### src/rtl/trap_ctrl_pkg.sv
// Shared definitions for the machine-mode trap controller: CSR addresses,
// mstatus bit positions, cause codes and controller state encodings.
package trap_ctrl_pkg;

  localparam logic [11:0] CSR_MSTATUS = 12'h000;
  localparam logic [11:0] CSR_MEPC    = 12'h041;
  localparam logic [11:0] CSR_MCAUSE  = 12'h042;
  localparam logic [11:0] CSR_MTVEC   = 12'h005;

  localparam int MS_MIE    = 3;
  localparam int MS_MPIE   = 7;
  localparam int MS_MPP_LO = 11;
  localparam int MS_MPP_HI = 12;

  localparam logic [4:0] CODE_IFETCH  = 5'd0;
  localparam logic [4:0] CODE_ILLEGAL = 5'd2;
  localparam logic [4:0] CODE_LDMIS   = 5'd4;
  localparam logic [4:0] CODE_ECALL   = 5'd11;
  localparam logic [4:0] CODE_IRQ_EXT = 5'd11;
  localparam logic [4:0] CODE_IRQ_SW  = 5'd3;
  localparam logic [4:0] CODE_IRQ_TMR = 5'd7;

  typedef enum logic [2:0] {
    ST_IDLE    = 3'd0,
    ST_T_EPC   = 3'd1,
    ST_T_CAUSE = 3'd2,
    ST_T_STAT  = 3'd3,
    ST_T_VEC   = 3'd4,
    ST_M_STAT  = 3'd5,
    ST_M_EPC   = 3'd6
  } state_t;

endpackage

### src/rtl/trap_prio_enc.sv
// Combinational trap source priority encoder: picks the winning exception or
// (if globally enabled) interrupt and reports its cause code.
module trap_prio_enc
  import trap_ctrl_pkg::*;
(
  input  logic       exc_ifetch,
  input  logic       exc_illegal,
  input  logic       exc_ldmis,
  input  logic       exc_ecall,
  input  logic       irq_ext,
  input  logic       irq_sw,
  input  logic       irq_tmr,
  input  logic       mie,
  output logic       take,
  output logic       irq,
  output logic [4:0] code
);

  always_comb begin
    take = 1'b0;
    irq  = 1'b0;
    code = 5'd0;
    // Any exception outranks every interrupt.
    if (exc_ifetch) begin
      take = 1'b1;
      code = CODE_IFETCH;
    end else if (exc_illegal) begin
      take = 1'b1;
      code = CODE_ILLEGAL;
    end else if (exc_ldmis) begin
      take = 1'b1;
      code = CODE_LDMIS;
    end else if (exc_ecall) begin
      take = 1'b1;
      code = CODE_ECALL;
    end else if (mie && irq_ext) begin
      take = 1'b1;
      irq  = 1'b1;
      code = CODE_IRQ_EXT;
    end else if (mie && irq_sw) begin
      take = 1'b1;
      irq  = 1'b1;
      code = CODE_IRQ_SW;
    end else if (mie && irq_tmr) begin
      take = 1'b1;
      irq  = 1'b1;
      code = CODE_IRQ_TMR;
    end
  end

endmodule

### src/rtl/trap_ctrl.sv
// Machine-mode trap entry / MRET sequencer. Owns the single CSR port while it
// saves mepc/mcause/mstatus, then redirects the pipeline to mtvec or mepc.
module trap_ctrl
  import trap_ctrl_pkg::*;
#(
  parameter int XLEN     = 32,
  parameter bit VECTORED = 1'b0
) (
  input  logic            clk,
  input  logic            rst,
  input  logic            instr_valid,
  input  logic [XLEN-1:0] pc,
  input  logic            exc_ifetch,
  input  logic            exc_illegal,
  input  logic            exc_ldmis,
  input  logic            exc_ecall,
  input  logic            irq_ext,
  input  logic            irq_sw,
  input  logic            irq_tmr,
  input  logic            mret,
  input  logic [31:0]     csr_info,
  input  logic [XLEN-1:0] csr_rdata,
  output logic            csr_own,
  output logic            csr_w,
  output logic [11:0]     csr_addr,
  output logic [XLEN-1:0] csr_wdata,
  output logic            stall,
  output logic            redirect,
  output logic [XLEN-1:0] redirect_pc
);

  state_t          state_q, state_d;
  logic [XLEN-1:0] epc_q;
  logic [XLEN-1:0] cause_q, cause_d;
  logic            take, irq;
  logic [4:0]      code;
  logic            latch_trap;
  logic            unused_info;

  // Only mstatus.MIE is consulted; the mip half is informational here.
  assign unused_info = ^{csr_info[31:MS_MIE+1], csr_info[MS_MIE-1:0]};

  function automatic logic [XLEN-1:0] trap_mstatus(input logic [XLEN-1:0] ms);
    logic [XLEN-1:0] r;
    r                      = ms;
    r[MS_MPIE]             = ms[MS_MIE];
    r[MS_MIE]              = 1'b0;
    r[MS_MPP_HI:MS_MPP_LO] = 2'b11;
    return r;
  endfunction

  function automatic logic [XLEN-1:0] mret_mstatus(input logic [XLEN-1:0] ms);
    logic [XLEN-1:0] r;
    r          = ms;
    r[MS_MIE]  = ms[MS_MPIE];
    r[MS_MPIE] = 1'b1;
    return r;
  endfunction

  function automatic logic [XLEN-1:0] vec_target(input logic [XLEN-1:0] tvec,
                                                 input logic [XLEN-1:0] cause);
    logic [XLEN-1:0] off;
    off = '0;
    if (VECTORED && cause[XLEN-1]) off[6:0] = {cause[4:0], 2'b00};
    return (tvec & {{(XLEN-2){1'b1}}, 2'b00}) + off;
  endfunction

  trap_prio_enc u_prio (
    .exc_ifetch  (exc_ifetch),
    .exc_illegal (exc_illegal),
    .exc_ldmis   (exc_ldmis),
    .exc_ecall   (exc_ecall),
    .irq_ext     (irq_ext),
    .irq_sw      (irq_sw),
    .irq_tmr     (irq_tmr),
    .mie         (csr_info[MS_MIE]),
    .take        (take),
    .irq         (irq),
    .code        (code)
  );

  always_comb begin
    cause_d            = '0;
    cause_d[XLEN-1]    = irq;
    cause_d[4:0]       = code;
  end

  always_comb begin
    state_d     = state_q;
    latch_trap  = 1'b0;
    stall       = 1'b0;
    csr_own     = 1'b0;
    csr_w       = 1'b0;
    csr_addr    = '0;
    csr_wdata   = '0;
    redirect    = 1'b0;
    redirect_pc = '0;
    unique case (state_q)
      ST_IDLE: begin
        if (instr_valid && take) begin
          stall      = 1'b1;
          latch_trap = 1'b1;
          state_d    = ST_T_EPC;
        end else if (instr_valid && mret) begin
          stall   = 1'b1;
          state_d = ST_M_STAT;
        end
      end
      ST_T_EPC: begin
        stall     = 1'b1;
        csr_own   = 1'b1;
        csr_w     = 1'b1;
        csr_addr  = CSR_MEPC;
        csr_wdata = epc_q;
        state_d   = ST_T_CAUSE;
      end
      ST_T_CAUSE: begin
        stall     = 1'b1;
        csr_own   = 1'b1;
        csr_w     = 1'b1;
        csr_addr  = CSR_MCAUSE;
        csr_wdata = cause_q;
        state_d   = ST_T_STAT;
      end
      ST_T_STAT: begin
        stall     = 1'b1;
        csr_own   = 1'b1;
        csr_w     = 1'b1;
        csr_addr  = CSR_MSTATUS;
        csr_wdata = trap_mstatus(csr_rdata);
        state_d   = ST_T_VEC;
      end
      ST_T_VEC: begin
        stall       = 1'b1;
        csr_own     = 1'b1;
        csr_addr    = CSR_MTVEC;
        redirect    = 1'b1;
        redirect_pc = vec_target(csr_rdata, cause_q);
        state_d     = ST_IDLE;
      end
      ST_M_STAT: begin
        stall     = 1'b1;
        csr_own   = 1'b1;
        csr_w     = 1'b1;
        csr_addr  = CSR_MSTATUS;
        csr_wdata = mret_mstatus(csr_rdata);
        state_d   = ST_M_EPC;
      end
      ST_M_EPC: begin
        stall       = 1'b1;
        csr_own     = 1'b1;
        csr_addr    = CSR_MEPC;
        redirect    = 1'b1;
        redirect_pc = csr_rdata;
        state_d     = ST_IDLE;
      end
      default: state_d = ST_IDLE;
    endcase
    // Reset silences the port immediately so an aborted sequence never writes or redirects.
    if (rst) begin
      state_d     = ST_IDLE;
      latch_trap  = 1'b0;
      stall       = 1'b0;
      csr_own     = 1'b0;
      csr_w       = 1'b0;
      csr_addr    = '0;
      csr_wdata   = '0;
      redirect    = 1'b0;
      redirect_pc = '0;
    end
  end

  always_ff @(posedge clk) begin
    if (rst) begin
      state_q <= ST_IDLE;
      epc_q   <= '0;
      cause_q <= '0;
    end else begin
      state_q <= state_d;
      if (latch_trap) begin
        epc_q   <= pc;
        cause_q <= cause_d;
      end
    end
  end

endmodule

### config.mk
export PLATFORM = sky130hd
export DESIGN_NAME = trap_ctrl
export DESIGN_NICKNAME = d
export VERILOG_FILES = /design/src/rtl/trap_ctrl_pkg.sv /design/src/rtl/trap_prio_enc.sv /design/src/rtl/trap_ctrl.sv
export SDC_FILE = /design/constraint.sdc
export NUM_CORES = 1
export LEC_CHECK = 0
export CAP_MARGIN = 15
export CORE_MARGIN = 4
export CORE_UTILIZATION = 33
export DETAILED_ROUTE_END_ITERATION = 6
export PLACE_DENSITY = 0.76
export SYNTH_ARGS = -nofsm -noshare
export SYNTH_HDL_FRONTEND = slang
export SYNTH_HIERARCHICAL = 1
export SYNTH_SLANG_ARGS = --single-unit
### constraint.sdc
create_clock -name clk -period 3.4 [get_ports clk]
set_input_delay 0.68 -clock clk [delete_from_list [all_inputs] [get_ports clk]]
set_output_delay 0.68 -clock clk [all_outputs]
set_load 0.05 [all_outputs]
== Word-level counts from Yosys, hierarchy flattened ==
Cells that the tools add are included.
Word-level totals
  bits in read-only memories: 0
  memory bits (writable): 0
  latch bits: 0
  bits of input ports: 107
  logic and storage cells: 60
  memories kept: 0
  output and inout bits: 80
  register bits: 41
Operators by class
  multiply operators: 0
  shifts and indexed selects: 0
  $add $sub $neg: 0
  equality and inequality tests: 7
  divide/modulo/power cells: 0
  order comparisons: 0
  muxes and demuxes: 40
  reduce and logical (&&, ||, !) cells: 10
  bitwise logic cells: 0
Operators by type and width (number)
  one-hot mux 32 bit (4 select lines): 1
  two-way mux 32 bit: 2
  one-hot mux 32 bit (2 select lines): 1
  two-way mux 5 bit: 6
  two-way mux 1 bit: 23
  one-hot mux 7 bit (3 select lines): 1
  one-hot mux 3 bit (5 select lines): 1
  two-way mux 12 bit: 1
  equality test 3 bit, second input constant: 3
  two-way mux 3 bit: 3
  equality test 3 x 2 -> 1 bit, second input constant: 2
  OR reduction 6 bit: 1
  logical AND 1 bit: 5
  OR reduction 2 bit: 2
  OR reduction 4 bit: 1
  equality test 3 x 1 -> 1 bit, second input constant: 1
  logical NOT 3 bit: 1
  != test 3 bit, second input constant: 1
  one-hot mux 1 bit (2 select lines): 1

== Longest topological paths before layout ==
Gate-level depths: netlist of the first run.
  depth in word-level cells: 12
  mapped depth: 6
  depth with buffers taken out: 5

== Hierarchy ==
Netlist of the first run, hierarchy kept.
By module, submodules not included
  trap_ctrl: instances 1, cells each 303, area an instance 2728.9 µm²
  trap_prio_enc: instances 1, cells each 19, area an instance 123.9 µm²

== Least setup slack after synthesis of the first run ==
OpenSTA, ideal clock, no wires.
  path type: input-to-output
  start: input rst
  end: output csr_wdata[11]
  arrival time: 2.370 ns
  cell stages on the path: 4
  path slack: 0.350 ns
  required time: 2.720 ns
  cells stage by stage: buf_2 -> buf_1 -> nand2b_1 -> a211oi_1
On the way
  longest elaborated chain between the ends: 1
Ends and longest elaborated chain
  from (decl): line trap_ctrl.sv:10  | input logic rst,
  two-way mux 32 bit: line trap_ctrl.sv:160  | if (rst) begin
  to (decl): line trap_ctrl.sv:26  | output logic [XLEN-1:0] csr_wdata,
Every way passes these cells.

== Worst setup path in the final report of the first run ==
  start: input irq_ext
  end: output stall
On the way
  longest elaborated chain between the ends: 10
Ends and longest elaborated chain
  from (decl): line trap_ctrl.sv:17  | input logic irq_ext,
  logical AND 1 bit: line trap_prio_enc.sv:36  | end else if (mie && irq_ext) begin
  two-way mux 1 bit: line trap_prio_enc.sv:36
  two-way mux 1 bit: line trap_prio_enc.sv:33  | end else if (exc_ecall) begin
  two-way mux 1 bit: line trap_prio_enc.sv:30  | end else if (exc_ldmis) begin
  two-way mux 1 bit: line trap_prio_enc.sv:27  | end else if (exc_illegal) begin
  two-way mux 1 bit: line trap_prio_enc.sv:24  | if (exc_ifetch) begin
  via take: line trap_ctrl.sv:35  | logic take, irq;
  logical AND 1 bit: line trap_ctrl.sv:100  | if (instr_valid && take) begin
  two-way mux 1 bit: line trap_ctrl.sv:100
  one-hot mux 1 bit (2 select lines): line trap_ctrl.sv:98  | unique case (state_q)
  two-way mux 1 bit: line trap_ctrl.sv:160
  to (decl): line trap_ctrl.sv:27  | output logic stall,
The timed path passes the listed nets, and every way through them passes these cells.

==> qor.csv, run 1 <==
metric;value;unit
firstDrtPassIters;4;
post_cts.resized_instances;0;
insertedDiodeCount;0;
crit_path_end_kind;output port;
totalWireLength;9.59;mm
track_usage;17.9;%
routed_wire_length_per_instance;17.2;um
start_util;34.4;%
hold_class;flip-flop to flip-flop;
critical_path_arrival;2560;ps
clkTransAtPathRegs;70;ps
crit_path_start_kind;input port;
cts_inserted_buffers;5;
syn_inst;322;
cts_htree_levels;2;
setup_ws;165;ps
clock_tree.buffer_depth;2;
hold_violations;0;
io_pins;187;
die_area;0.0102;sq mm
port-buffer-count;147;
initialDrtViolationCount;131;
critical_path.reg2reg.endpoint;epc_q[29]$_SDFFE_PP0P_;
hold_start;epc_q[3]$_SDFFE_PP0P_;
dp_slack;175;ps
grt.overflow.total;0;
final-max-slew-violation-count;0;
clkSinkCount;41;
worst_hold_path.num_cells;2;
drt.antenna.violating_nets;0;
core;0.00830;sq mm
whs_endpoint;epc_q[3]$_SDFFE_PP0P_;
via_count_of_the_first_global_routing_pass;2934;
cts-hold-fix-buffers;0;
post_synth_instance_area;0.00285;sq mm
synth-seq-area-share;28.8;%
rrSetupSlack;910;ps
num_vias;2897;
vdd.ir_drop.worst;216;uV
maxCapViolCount;0;
fin_worst_hold_slack;607;ps
clock.fmax;0.309;GHz
setup.worst_path.class;input port to output port;
rsz0062_at_grt;false;
async_flop_share;0;%
r2r_start;state_q[0]$_SDFFE_PP0P_;
pin_count_of_the_biggest_net_entering_global_routing;33;
setup-tns-final;0;ps
routed_via_density;5.20;
syn2layout_area_growth;79.1;%
tightest_slew;570;ps
clk_latency;290;ps
critical_path_peak_fanout;4;
post-route-min-period;3240;ps
cts_root_buf;sky130_fd_sc_hd__clkbuf_8;
floorplan.die.width;101;um
ys.flop_type;sky130_fd_sc_hd__dfxtp_1;
cellPowerDensity;267;mW/mm^2
antenna_found_initial;0;
timing.final.setup_violations;0;
run_status;complete, no violations;
cts_setup_buffers;0;
fin_skew;5.71;ps
critPathRequiredTime;2720;ps
drt_drc_violations_left;0;
core.rowCount;33;
place_congestion;0.826;
final_net_count;559;
synth_warnings;6;
static-leakage-power;0.00211;uW
grt_pass1_wl;14.7;mm
ys_ff_latch;41;
die_height;101;um
r2r.worst_path.cells;6;
yosys.cell_types.count;41;
maxSlewHeadroom;62.0;%
hpwl;7.41;mm
fin_crit_sh;95.1;%
cts_tree;yes;
layout-drive-gt1-share;30.8;%
synth-edff-count;0;
post_synth.cell_area_avg;8.86;sq um
[layer usage]
layer | share of wire, % | track usage, % | routed length [um]
met1 | 41 | 22.1 | 3900
met2 | 51 | 31.8 | 4860
met3 | 6.9 | 3.67 | 657
met4 | 1.8 | 4.60 | 174
met5 | 0 | 0 | 0
[critical path, stage by stage]
cell                              delay (ps)
sky130_fd_sc_hd__clkdlybuf4s50_1         470
sky130_fd_sc_hd__o31ai_1                 430
sky130_fd_sc_hd__nand3b_1                300
sky130_fd_sc_hd__o21a_1                  250
sky130_fd_sc_hd__nor2_1                  120
sky130_fd_sc_hd__a21oi_1                  90
sky130_fd_sc_hd__buf_4                   210
[layout by cell type, fill, tap and decap left out, types with 2 or more instances in the layout]
cell and count:
sky130_fd_sc_hd__nor2_1 30, sky130_fd_sc_hd__clkdlybuf4s50_1 76, sky130_fd_sc_hd__o31ai_1 2, sky130_fd_sc_hd__and3_1 32, sky130_fd_sc_hd__buf_12 69, sky130_fd_sc_hd__dfxtp_1 40
sky130_fd_sc_hd__nand2b_1 6, sky130_fd_sc_hd__clkbuf_8 6, sky130_fd_sc_hd__nor3_1 6, sky130_fd_sc_hd__or3b_1 3, sky130_fd_sc_hd__mux2_2 23, sky130_fd_sc_hd__buf_4 12
sky130_fd_sc_hd__inv_1 4, sky130_fd_sc_hd__nand2_1 8, sky130_fd_sc_hd__a211oi_1 2, sky130_fd_sc_hd__nor2b_1 40, sky130_fd_sc_hd__a32oi_1 28, sky130_fd_sc_hd__nand3b_1 3
sky130_fd_sc_hd__mux2_4 20, sky130_fd_sc_hd__conb_1 9, sky130_fd_sc_hd__a21oi_1 11
[final cells by class]
cell class	count	area [sq um]
Fill cell	677	3190
Timing Repair Buffer	158	2240
Multi-Input combinational cell	242	1820
Sequential cell	41	822
Tap cell	105	131
Clock buffer	7	86.3
Inverter	4	15.0
[synthesized netlist by cell type (all sizes together), types with 2 or more instances]
library cell / count / area, sq um
a211oi: 2 / 15.0
a21oi: 11 / 55.1
a32oi: 28 / 245
and3: 32 / 200
buf: 30 / 195
clkbuf: 12 / 45.0
conb: 2 / 7.51
dfxtp: 41 / 821
inv: 4 / 15.0
mux2: 43 / 559
nand2: 8 / 30.0
nand2b: 6 / 37.5
nand3b: 3 / 22.5
nor2: 32 / 130
nor2b: 40 / 250
nor3: 6 / 30.0
nor3b: 2 / 20.0
o31ai: 2 / 15.0
or3b: 3 / 26.3
[through the flow]
| step | area (sq um) | total power [uW] | utilization (%) | cells |
|---|---|---|---|---|
| 2_1_floorplan | 2880 | 844 | - | 329 |
| 3_3_place_gp | 5020 | 1040 | 60.5 | 550 |
| 3_5_place_dp | 5020 | 1050 | 60.5 | 550 |
| 4_1_cts | 5110 | 1370 | 61.6 | 557 |
| 5_1_grt | 5110 | 1440 | 61.6 | 557 |
| 6_report | 5110 | 1360 | 61.6 | 557 |
[where the power goes]
part | internal (uW) | total [uW] | switching (uW)
Clock | 161 | 322 | 161
Sequential | 521 | 551 | 29.3
Combinational | 247 | 492 | 245
[how the worst max path moves through the flow]
| stage | from | to | slack [ps] | depth (start not counted) |
|---|---|---|---|---|
| 5_1_grt | irq_ext | stall | 20 | 7 |
| 3_5_place_dp | irq_ext | stall | 170 | 7 |
| 4_1_cts | irq_ext | stall | 180 | 7 |
| 2_1_floorplan | rst | csr_wdata[11] | 350 | 4 |
| 3_3_place_gp | exc_illegal | stall | 240 | 7 |
| 6_report | irq_ext | stall | 160 | 7 |
[flip-flops by register name, indices dropped and copies added, names as in the netlist]
name     flops
state_q      3
epc_q       32
cause_q      6
[cells by family (layout without fill, tap and decap cells)]
logic type	Yosys count	in the layout	synth area share (%)
DFF	41	41	28.8
buffers and inverters	46	169	8.95
xor gates and xnor gates	1	1	0.570
and+or+nand+nor	138	138	28.0
muxes	43	43	19.6
other	2	9	0.263
AOI/OAI and AO/OA	51	51	13.8
Power figures use the tool's default switching activity.
==> run 2, diff against run 1 <==
ABC_CLOCK_PERIOD_IN_PS = 3400   (was default)
DONT_BUFFER_PORTS = 1   (was default)
PLACE_DENSITY = 0.48   (was 0.76)
==> run 2 against run 1 <==
Net effect:
- register-to-register slack lost 50 ps
- cell area shrank 35%
- via count shrank 16%
- power shrank 12%
- clock-buffer cell count shrank 1
- clock power shrank 4%
- sequential cell count is the same
- die area is the same
- worst setup slack gained 190 ps
- clock skew grew 1.2 ps
==> qor.csv, run 2 (synthesis results as in run 1) <==
metric;value;unit;change
start_util;34.4;%;unchanged
track_usage;15.3;%;-2.7 points
clk_latency;290;ps;about the same
post-route-min-period;3040;ps;-195 ps
switchingPower;399;uW;-8.4%
io_pins;187;;unchanged
switching_share;33.3;%;+1.4 points
post_cts.resized_instances;0;;unchanged
critical_path_arrival;2360;ps;-200 ps
fin_skew;6.87;ps;+1.16 ps
routed_wire_length_per_instance;18.0;um;+4.7%
cts-hold-fix-buffers;0;;unchanged
dpl.cell_count;442;;-20%
r2r.worst_path.cells;4;;-2
crit_path_end_kind;output port;;
cts_root_buf;sky130_fd_sc_hd__clkbuf_8;;
critPathRequiredTime;2720;ps;about the same
pin_count_of_the_biggest_net_entering_global_routing;49;;+48%
p_seq_share;45.8;%;+5.4 points
grt.overflow.total;0;;unchanged
final-max-slew-violation-count;0;;unchanged
power.clock.fraction;25.8;%;+2.2 points
setup.worst_path.class;flip-flop to output port;;
drt.antenna.violating_nets;0;;unchanged
core;0.00830;sq mm;unchanged
initialDrtViolationCount;98;;-25%
largestRegisters;epc_q x32, cause_q x6, state_q x3;;
firstDrtPassIters;7;;+3
maxSlewHeadroom;32.2;%;-30 points
final_net_count;451;;-19%
place_congestion;0.804;;-2.7%
setup-tns-final;0;ps;unchanged
cellPowerDensity;363;mW/mm^2;+36%
crit_path_start_kind;flip-flop;;
hold_violations;0;;unchanged
maxCapViolCount;0;;unchanged
grt_pass1_wl;12.4;mm;-15%
cts_setup_buffers;0;;unchanged
routed_via_density;5.39;;+3.6%
final-instance-count-excl-fill;450;;-19%
via_count_of_the_first_global_routing_pass;2371;;-19%
core.rowCount;33;;unchanged
totalWireLength;8.11;mm;-15%
static-leakage-power;0.00147;uW;-31%
clock_tree.buffer_depth;2;;unchanged
num-fill-cells;869;;+28%
clkTransAtPathRegs;70;ps;about the same
port-buffer-count;0;;-100%
rsz0062_at_grt;false;;
worst_hold_path.num_cells;1;;-1
hold_class;input port to flip-flop;;
antenna_found_initial;0;;unchanged
hpwl;5.80;mm;-22%
clkSinkCount;41;;unchanged
die_area;0.0102;sq mm;unchanged
cts_inserted_buffers;5;;unchanged
cts_htree_levels;2;;unchanged
syn2layout_area_growth;15.6;%;
insertedDiodeCount;0;;unchanged
critical_path_peak_fanout;24;;+20
timing.final.setup_violations;0;;unchanged
floorplan.die.width;101;um;unchanged
largest_register_ff_count;32;;unchanged
layout-drive-gt1-share;32.2;%;+1.4 points
vdd.ir_drop.worst;139;uV;-36%
drt_drc_violations_left;0;;unchanged
mostFrequentLayoutCell;sky130_fd_sc_hd__buf_4;;
fin_crit_sh;89.4;%;-5.7 points
die_height;101;um;unchanged
num_vias;2424;;-16%
cts_tree;yes;;
power_frac_comb;28.3;%;-7.8 points
layout.cells.most_common_list;sky130_fd_sc_hd__buf_4, sky130_fd_sc_hd__nor2b_1, sky130_fd_sc_hd__dfxtp_1;;
top_reg_by_flops;epc_q;;
power.internal;799;uW;-14%
clock.fmax;0.329;GHz;+6.4%
tightest_slew;1020;ps;+445 ps
run_status;complete, no violations;;
==> run 2: cell count changes in the layout (fill, tap and decap cells not counted), sizes merged <==
cell / previous run / this run
buf: 82 / 50
clkinv: 0 / 2
clkbuf: 7 / 6
clkdlybuf4s50: 76 / 0
==> run 2: stage by stage <==
stage / setup WS [ps] / hold WS [ps] / utilization (%) / power [uW] / cell area (sq um)
3_5_place_dp: 608 / 583 / 38.7 / 904 / 3210
6_report: 360 / 471 / 39.7 / 1200 / 3300
5_1_grt: 61.8 / 443 / 39.7 / 1270 / 3300
2_1_floorplan: 350 / 556 / - / 844 / 2880
3_3_place_gp: 605 / 580 / 38.7 / 901 / 3210
4_1_cts: 273 / 450 / 39.7 / 1220 / 3300
==> run 2: path summary, 6_finish.rpt <==
path	startpoint	slack [ps]	endpoint
min	rst	470	state_q[2]$_SDFFE_PP0P_
min reg2reg	epc_q[9]$_SDFFE_PP0P_	610	epc_q[9]$_SDFFE_PP0P_
max	state_q[0]$_SDFFE_PP0P_	360	csr_wdata[22]
max reg2reg	state_q[0]$_SDFFE_PP0P_	860	epc_q[2]$_SDFFE_PP0P_
==> run 2: power by group through the flow <==
stage               sequential, uW  clock, uW  combinational, uW
global placement               560          0                341
floorplan                      545          0                299
global route                   556        345                366
detailed placement             560          0                344
CTS                            550        324                345
finish                         549        310                340
==> run 2: routing by layer <==
| layer | global-route usage [%] | wire (um) | vias up | part of all wire, % |
|---|---|---|---|---|
| met5 | 0 | 0 | - | 0 |
| met2 | 25.1 | 3830 | 104 | 47 |
| li1 | - | - | 1173 | - |
| met4 | 4.50 | 131 | 0 | 1.6 |
| met3 | 3.60 | 614 | 10 | 7.6 |
| met1 | 19.9 | 3540 | 1137 | 44 |
==> run 2: final cells by class <==
cell class | instances | area, sq um | area share (%)
clock buffer | 6 | 72.6 | 2.20
clock inverter | 2 | 10.0 | 0.304
inverter | 4 | 15.0 | 0.455
multi-input combinational | 242 | 1830 | 55.6
sequential | 41 | 822 | 24.9
tap | 105 | 131 | 3.98
timing repair buffer | 50 | 413 | 12.5
==> run 2: worst max-delay path, stage by stage, from the launching register on <==
cell and delay, ps:
sky130_fd_sc_hd__dfxtp_1 670, sky130_fd_sc_hd__nor3b_4 930, sky130_fd_sc_hd__a32oi_1 90, sky130_fd_sc_hd__nor2_1 160
sky130_fd_sc_hd__buf_4 220
